===== src/rtl/serv_rf_arb_pkg.sv =====
// Shared types and helpers for the SERV register-file RAM arbiter.
// State encoding, register count and beats-per-word helper.
package serv_rf_arb_pkg;

    typedef enum logic [2:0] {
        IDLE  = 3'd0,
        WR    = 3'd1,
        RD    = 3'd2,
        ACK   = 3'd3,
        CLEAR = 3'd4
    } state_t;

    localparam int GPRS = 32;

    // Architectural registers held in the RAM: 32 GPRs followed by the CSRs.
    function automatic int NREGS(input int csr_regs);
        return GPRS + csr_regs;
    endfunction

    // RAM beats needed to move one 32-bit debug word.
    function automatic int BEATS(input int width);
        return 32 / width;
    endfunction

endpackage


===== src/rtl/serv_rf_dbg_gather.sv =====
// Reassembles a 32-bit debug read word from width-bit RAM beats, LSB chunk first.
// The beat issued in one cycle is captured from the RAM output in the next.
module serv_rf_dbg_gather
    import serv_rf_arb_pkg::*;
#(
    parameter int width = 8,
    parameter int iw    = (BEATS(width) > 1) ? $clog2(BEATS(width)) : 1
) (
    input  logic             i_clk,
    input  logic             i_rst_n,
    input  logic             i_issue,
    input  logic [iw-1:0]    i_idx,
    input  logic [width-1:0] i_rdata,
    output logic             o_cap,
    output logic [iw-1:0]    o_cap_idx,
    output logic [31:0]      o_word
);

    logic          pending;
    logic [iw-1:0] pidx;
    logic [31:0]   word_q;

    // NOTE: sequential state uses non-blocking assignments so every flop samples pre-edge values.
    always_ff @(posedge i_clk or negedge i_rst_n) begin
        if (!i_rst_n) begin
            pending <= 1'b0;
            pidx    <= '0;
            word_q  <= '0;
        end else begin
            pending <= i_issue;
            if (i_issue)
                pidx <= i_idx;
            if (pending)
                word_q[pidx*width +: width] <= i_rdata;
        end
    end

    // Merged view lets the last chunk be committed in the same cycle it arrives.
    always_comb begin
        o_word = word_q;
        if (pending)
            o_word[pidx*width +: width] = i_rdata;
    end

    assign o_cap     = pending;
    assign o_cap_idx = pidx;

endmodule


===== src/rtl/serv_rf_ram_arb.sv =====
// Arbitrates the SERV register-file RAM between the core (absolute priority) and a 32-bit debug port.
// Optional power-on RAM clear is enabled by defining SERV_RF_CLEAR_EN.
module serv_rf_ram_arb
    import serv_rf_arb_pkg::*;
#(
    parameter int width    = 8,
    parameter int csr_regs = 4,
    parameter int depth    = 32 * (32 + csr_regs) / width,
    parameter int aw       = $clog2(depth)
) (
    input  logic             i_clk,
    input  logic             i_rst_n,
    input  logic [aw-1:0]    i_c_waddr,
    input  logic [width-1:0] i_c_wdata,
    input  logic             i_c_wen,
    input  logic [aw-1:0]    i_c_raddr,
    input  logic             i_c_ren,
    output logic [width-1:0] o_c_rdata,
    output logic             o_c_ready,
    output logic [aw-1:0]    o_waddr,
    output logic [width-1:0] o_wdata,
    output logic             o_wen,
    output logic [aw-1:0]    o_raddr,
    input  logic [width-1:0] i_rdata,
    input  logic             i_dbg_req,
    input  logic             i_dbg_we,
    input  logic [5:0]       i_dbg_reg,
    input  logic [31:0]      i_dbg_wdata,
    output logic             o_dbg_ack,
    output logic             o_dbg_err,
    output logic [31:0]      o_dbg_rdata,
    output logic             o_init_done
);

    localparam int N  = BEATS(width);
    localparam int IW = (N > 1) ? $clog2(N) : 1;
    localparam int CW = $clog2(N + 1);

`ifdef SERV_RF_CLEAR_EN
    localparam state_t RST_STATE = CLEAR;
`else
    localparam state_t RST_STATE = IDLE;
`endif

    state_t           state;
    state_t           state_nxt;
    logic [CW-1:0]    beat;
    logic [IW-1:0]    beat_idx;
    logic             c_wen;
    logic             c_ren;
    logic             bad_reg;
    logic             wr_issue;
    logic             rd_issue;
    logic             beat_last;
    logic             cap;
    logic [IW-1:0]    cap_idx;
    logic             cap_last;
    logic [31:0]      gather_word;
    logic [aw-1:0]    dbg_addr;
    logic [width-1:0] dbg_wchunk;
    logic             err_q;
    logic [31:0]      rdata_q;

`ifdef SERV_RF_CLEAR_EN
    logic [aw-1:0] clr_addr;
    logic          clr_last;
    logic          init_q;

    assign clr_last    = (clr_addr == aw'(depth - 1));
    assign o_c_ready   = (state != CLEAR);
    assign o_init_done = init_q;

    always_ff @(posedge i_clk or negedge i_rst_n) begin
        if (!i_rst_n) begin
            clr_addr <= '0;
            init_q   <= 1'b0;
        end else if (state == CLEAR) begin
            clr_addr <= clr_last ? '0 : clr_addr + aw'(1);
            if (clr_last)
                init_q <= 1'b1;
        end
    end
`else
    assign o_c_ready   = 1'b1;
    assign o_init_done = 1'b1;
`endif

    // Core strobes are masked while the RAM is being cleared.
    assign c_wen = i_c_wen & o_c_ready;
    assign c_ren = i_c_ren & o_c_ready;

    assign bad_reg    = int'(i_dbg_reg) >= NREGS(csr_regs);
    assign beat_idx   = beat[IW-1:0];
    assign beat_last  = (beat == CW'(N - 1));
    assign dbg_addr   = aw'(int'(i_dbg_reg) * N + int'(beat));
    assign dbg_wchunk = i_dbg_wdata[beat_idx*width +: width];

    assign wr_issue = (state == WR) && !c_wen;
    assign rd_issue = (state == RD) && !c_ren && (beat < CW'(N));
    assign cap_last = (state == RD) && cap && (cap_idx == IW'(N - 1));

    serv_rf_dbg_gather #(
        .width (width),
        .iw    (IW)
    ) u_gather (
        .i_clk     (i_clk),
        .i_rst_n   (i_rst_n),
        .i_issue   (rd_issue),
        .i_idx     (beat_idx),
        .i_rdata   (i_rdata),
        .o_cap     (cap),
        .o_cap_idx (cap_idx),
        .o_word    (gather_word)
    );

    always_ff @(posedge i_clk or negedge i_rst_n) begin
        if (!i_rst_n)
            state <= RST_STATE;
        else
            state <= state_nxt;
    end

    // NOTE: every combinational output gets a default first so no path can infer a latch.
    always_comb begin
        state_nxt = state;
        case (state)
            IDLE: begin
                if (i_dbg_req) begin
                    if (bad_reg)
                        state_nxt = ACK;
                    else if (i_dbg_we)
                        state_nxt = WR;
                    else
                        state_nxt = RD;
                end
            end
            WR:  if (wr_issue && beat_last) state_nxt = ACK;
            RD:  if (cap_last) state_nxt = ACK;
            ACK: state_nxt = IDLE;
`ifdef SERV_RF_CLEAR_EN
            CLEAR: if (clr_last) state_nxt = IDLE;
`else
            CLEAR: state_nxt = IDLE;
`endif
            default: state_nxt = IDLE;
        endcase
    end

    always_ff @(posedge i_clk or negedge i_rst_n) begin
        if (!i_rst_n) begin
            beat    <= '0;
            err_q   <= 1'b0;
            rdata_q <= '0;
        end else begin
            if (state_nxt == ACK)
                beat <= '0;
            else if (wr_issue || rd_issue)
                beat <= beat + CW'(1);
            err_q <= (state == IDLE) && i_dbg_req && bad_reg;
            if (cap_last)
                rdata_q <= gather_word;
        end
    end

    // Write port: clear beats, then core, then debug; x0 beats are counted but never written.
    always_comb begin
        o_wen   = 1'b0;
        o_waddr = dbg_addr;
        o_wdata = dbg_wchunk;
        if (c_wen) begin
            o_wen   = 1'b1;
            o_waddr = i_c_waddr;
            o_wdata = i_c_wdata;
        end else if (wr_issue) begin
            o_wen = (i_dbg_reg != 6'd0);
        end
`ifdef SERV_RF_CLEAR_EN
        if (state == CLEAR) begin
            o_wen   = 1'b1;
            o_waddr = clr_addr;
            o_wdata = '0;
        end
`endif
    end

    assign o_raddr     = c_ren ? i_c_raddr : ((state == RD) ? dbg_addr : '0);
    assign o_c_rdata   = i_rdata;
    assign o_dbg_ack   = (state == ACK);
    assign o_dbg_err   = err_q;
    assign o_dbg_rdata = rdata_q;

endmodule


===== config.mk =====
export PLATFORM = sky130hd
export DESIGN_NAME = serv_rf_ram_arb
export DESIGN_NICKNAME = d
export VERILOG_FILES = /design/src/rtl/serv_rf_arb_pkg.sv /design/src/rtl/serv_rf_dbg_gather.sv /design/src/rtl/serv_rf_ram_arb.sv
export SDC_FILE = /design/constraint.sdc
export NUM_CORES = 1
export LEC_CHECK = 0
export ABC_AREA = 1
export BUFFER_PORTS_ARGS = -buffer_cell sky130_fd_sc_hd__buf_2
export CAP_MARGIN = 20
export CELL_PAD_IN_SITES_DETAIL_PLACEMENT = 1
export CELL_PAD_IN_SITES_GLOBAL_PLACEMENT = 1
export CORE_ASPECT_RATIO = 0.6
export CORE_MARGIN = 4
export CORE_UTILIZATION = 38
export CTS_BUF_LIST = sky130_fd_sc_hd__clkbuf_2 sky130_fd_sc_hd__clkbuf_4 sky130_fd_sc_hd__clkbuf_8
export DETAILED_ROUTE_END_ITERATION = 8
export PLACE_DENSITY = 0.93
export SKIP_CTS_REPAIR_TIMING = 1
export SYNTH_ARGS = -nofsm -noshare
export SYNTH_HDL_FRONTEND = slang
export SYNTH_SLANG_ARGS = --single-unit

===== constraint.sdc =====
create_clock -name i_clk -period 3 [get_ports i_clk]
set_input_delay 0.6 -clock i_clk [delete_from_list [all_inputs] [get_ports i_clk]]
set_output_delay 0.6 -clock i_clk [all_outputs]
set_load 0.02 [all_outputs]

==> flow_metrics.tcl <==
set metrics [dict create \
    cp-startpoint "beat[0]" \
    grt_max_degree 34 \
    crit_type "reg -> out" \
    crit_path_start_kind "register" \
    crit_slowest_cell "inv_1" \
    ys_ff_latch 73 \
    wirelength_mm 12.1 \
    grt_pass1_wl_mm 20.2 \
    crit_arrival_ps 1980 \
    fin_skew_ps 6.50 \
    ant_nets 0 \
    finalCriticalPeriod_ps 2580 \
    rows 27 \
    dp.cells 709 \
    gr-usage-all-layers_pct 22.1 \
    crit_path_max_incr_delay_ps 440 \
    portBuffers 142 \
    register_area_sq_um 1830 \
    fmax_mhz 387 \
    clk_latency_ps 350 \
    yosys.area.top_type "dfrtp_1" \
    regToRegSetupSlack_ps 630 \
    numCtsBuffers 9 \
    whs_ps 230 \
    wl_per_cell_um 16.7 \
    ir_drop_uv 279 \
    end_kind "output port" \
    final.period_utilization_pct 86.1 \
    synth_cell_type_count 28 \
    p_per_area_nw_per_um2 699 \
    drive_gt1_share_pct 29.4 \
    cap_violations 0 \
    grt.busiest_layer "met2" \
    yosysSeqAreaShare_pct 49.9 \
    antenna_cells 0 \
    num_vias 3620 \
    drcViolationCount 0 \
    hold_path_class "in -> async" \
    grt_use_met3_pct 5.90 \
    n_fill_cell 1202 \
    start_util_pct 39.4 \
    path_max_fanout 20 \
    yosysWarnings 0 \
    netlist_area_sq_um 3660 \
    clk_path_buf_depth 2 \
    ff2ff_path_depth 6 \
    die_w_um 135 \
    leakage_nw 2.40 \
    fin_util_pct 50.0 \
    crit_family "buffers and inverters" \
    dieArea_sq_um 11300 \
    status "complete, no violations" \
    drt-initial-drc-count 215 \
    crit_buf_inv 3 \
    setup_tns_ps 0 \
    grt_pass1_vias 3982 \
    area.growth.synth_to_final_pct 27.0 \
    finalMaxSlewViolations 0 \
    use_met2_pct 36.1 \
    synth_area_leaders "dfrtp_1 50%, nand2_1 16%, o21ai_0 5.7%" \
    io_pins 145 \
    cts_htree_levels 3 \
    avgSynthCellArea_sq_um 7.94 \
    grt_overflow_total 0 \
    multi_input_area_sq_um 1540 \
    r2r-end "o_dbg_rdata[16]" \
    cp_cell_sequence "buf_4 > inv_1 > nor2_1 > nor2_1 > o21ai_0 > a31oi_1 > buf_2" \
    clk_pin_slew_ps 80 \
    vias_per_cell 4.99 \
    gp_congestion 0.786 \
    rsz0062_at_grt "false" \
    tritoncts "done" \
    synth_top_area_share_pct 49.9 \
    fin_nets 675 \
    required_ps 2400 \
    hold_viol 0 \
    netlist_instances 461 \
    antenna_found_initial 0 \
    r2r-start "u_gather.o_cap_idx[0]" \
    dp_hpwl_mm 9.09 \
    die_y_um 84.0 \
    cts.sinks 73 \
    cp.depth 7 \
    cpMostUsedCell "nor2_1" \
    first_pass_iters 4 \
    slew_headroom_pct 61.9 \
    setup_viol 0 \
    fin_cells 725 \
    grtUsageMet1_pct 29.2 \
    root_buffer "clkbuf_8" \
    core_region_area_sq_um 9290 \
    worstMarginPinSlew_ps 572 \
]
final cells by class:
cell class,instances,area share (%)
Multi-Input combinational cell,330,33.2
Tap cell,130,3.50
Inverter,29,2.34
Sequential cell,73,39.3
Timing Repair Buffer,147,16.4
Clock buffer,10,2.96
Clock inverter,6,2.26
cell usage after synthesis:
library cell  number
o21ai_0           42
nand4_1            1
ha_1               9
nand3_2            1
nor4_1             1
nand3_1           23
nand2_1          158
nand2_2            3
nor3_1             1
nor2_2             1
o31ai_1            7
clkbuf_1           3
o21ai_1           15
xor2_1             4
buf_6              1
nand4_2            1
dfrtp_1           73
nand2_4            1
nor3_2             1
nor2_1            47
buf_4             12
a22o_1             1
conb_1             2
inv_2              3
buf_2             14
nor2_4             1
inv_1             26
a31oi_1            9
placed cells by master (no fill, tap or decap), types with 4 or more instances in the layout:
| master | count |
|---|---|
| o21ai_0 | 42 |
| inv_1 | 26 |
| nand3_1 | 23 |
| nand2_1 | 158 |
| buf_2 | 142 |
| ha_1 | 9 |
| buf_4 | 4 |
| clkbuf_8 | 10 |
| xor2_1 | 4 |
| a31oi_1 | 9 |
| o31ai_1 | 7 |
| dfrtp_1 | 73 |
| o21ai_1 | 15 |
| nor2_1 | 47 |
stage by stage:
step | worst slack [ps] | power [mW] | instance area [sq um]
after floorplan | 765 | 1.98 | 3660
after global placement | 670 | 2.23 | 4400
after detailed placement | 587 | 2.31 | 4400
after CTS | 387 | 3.26 | 4650
after global routing | 253 | 3.45 | 4650
final | 417 | 3.25 | 4650
worst max path at each step:
stage,end,slack [ps]
final,o_wdata[6],420
after detailed placement,o_wen,590
after CTS,o_wdata[6],390
after floorplan,o_raddr[6],760
after global routing,o_wdata[5],250
after global placement,o_wen,670
flip-flops by register name (all words and copies together), names as in the netlist:
| name | flops |
|---|---|
| beat | 3 |
| o_dbg_err | 1 |
| o_dbg_rdata | 32 |
| state | 3 |
| u_gather.o_cap | 1 |
| u_gather.o_cap_idx | 2 |
| u_gather.word_q | 31 |
worst reg2reg max path, cell delays in order, from the launching register on:
cell	delay (ps)
dfrtp_1	660
inv_1	210
ha_1	450
nand4_2	270
o31ai_1	520
nand2_1	130
nand2_1	80
routing by layer:
metal  vias up  wire, um
met5         -         0
met4         0       248
met3        28       562
met2       102      5960
met1      1774      5370
li1       1716         -
power by group:
group          leakage (nW)  switching [mW]  internal, mW
combinational          1.54           0.709         0.342
sequential            0.731          0.0950          1.17
clock                 0.126           0.367         0.571
cell families after synthesis:
| logic type | after synthesis | share of synthesized area, % |
|---|---|---|
| adders and majority gates | 9 | 3.08 |
| DFF | 73 | 49.9 |
| and+or+nand+nor | 240 | 26.8 |
| xor gates and xnor gates | 4 | 0.957 |
| other | 2 | 0.205 |
| buffers and inverters | 59 | 7.97 |
| AOI/OAI and AO/OA | 74 | 11.0 |
No activity file was read; power rests on OpenSTA's default activity.
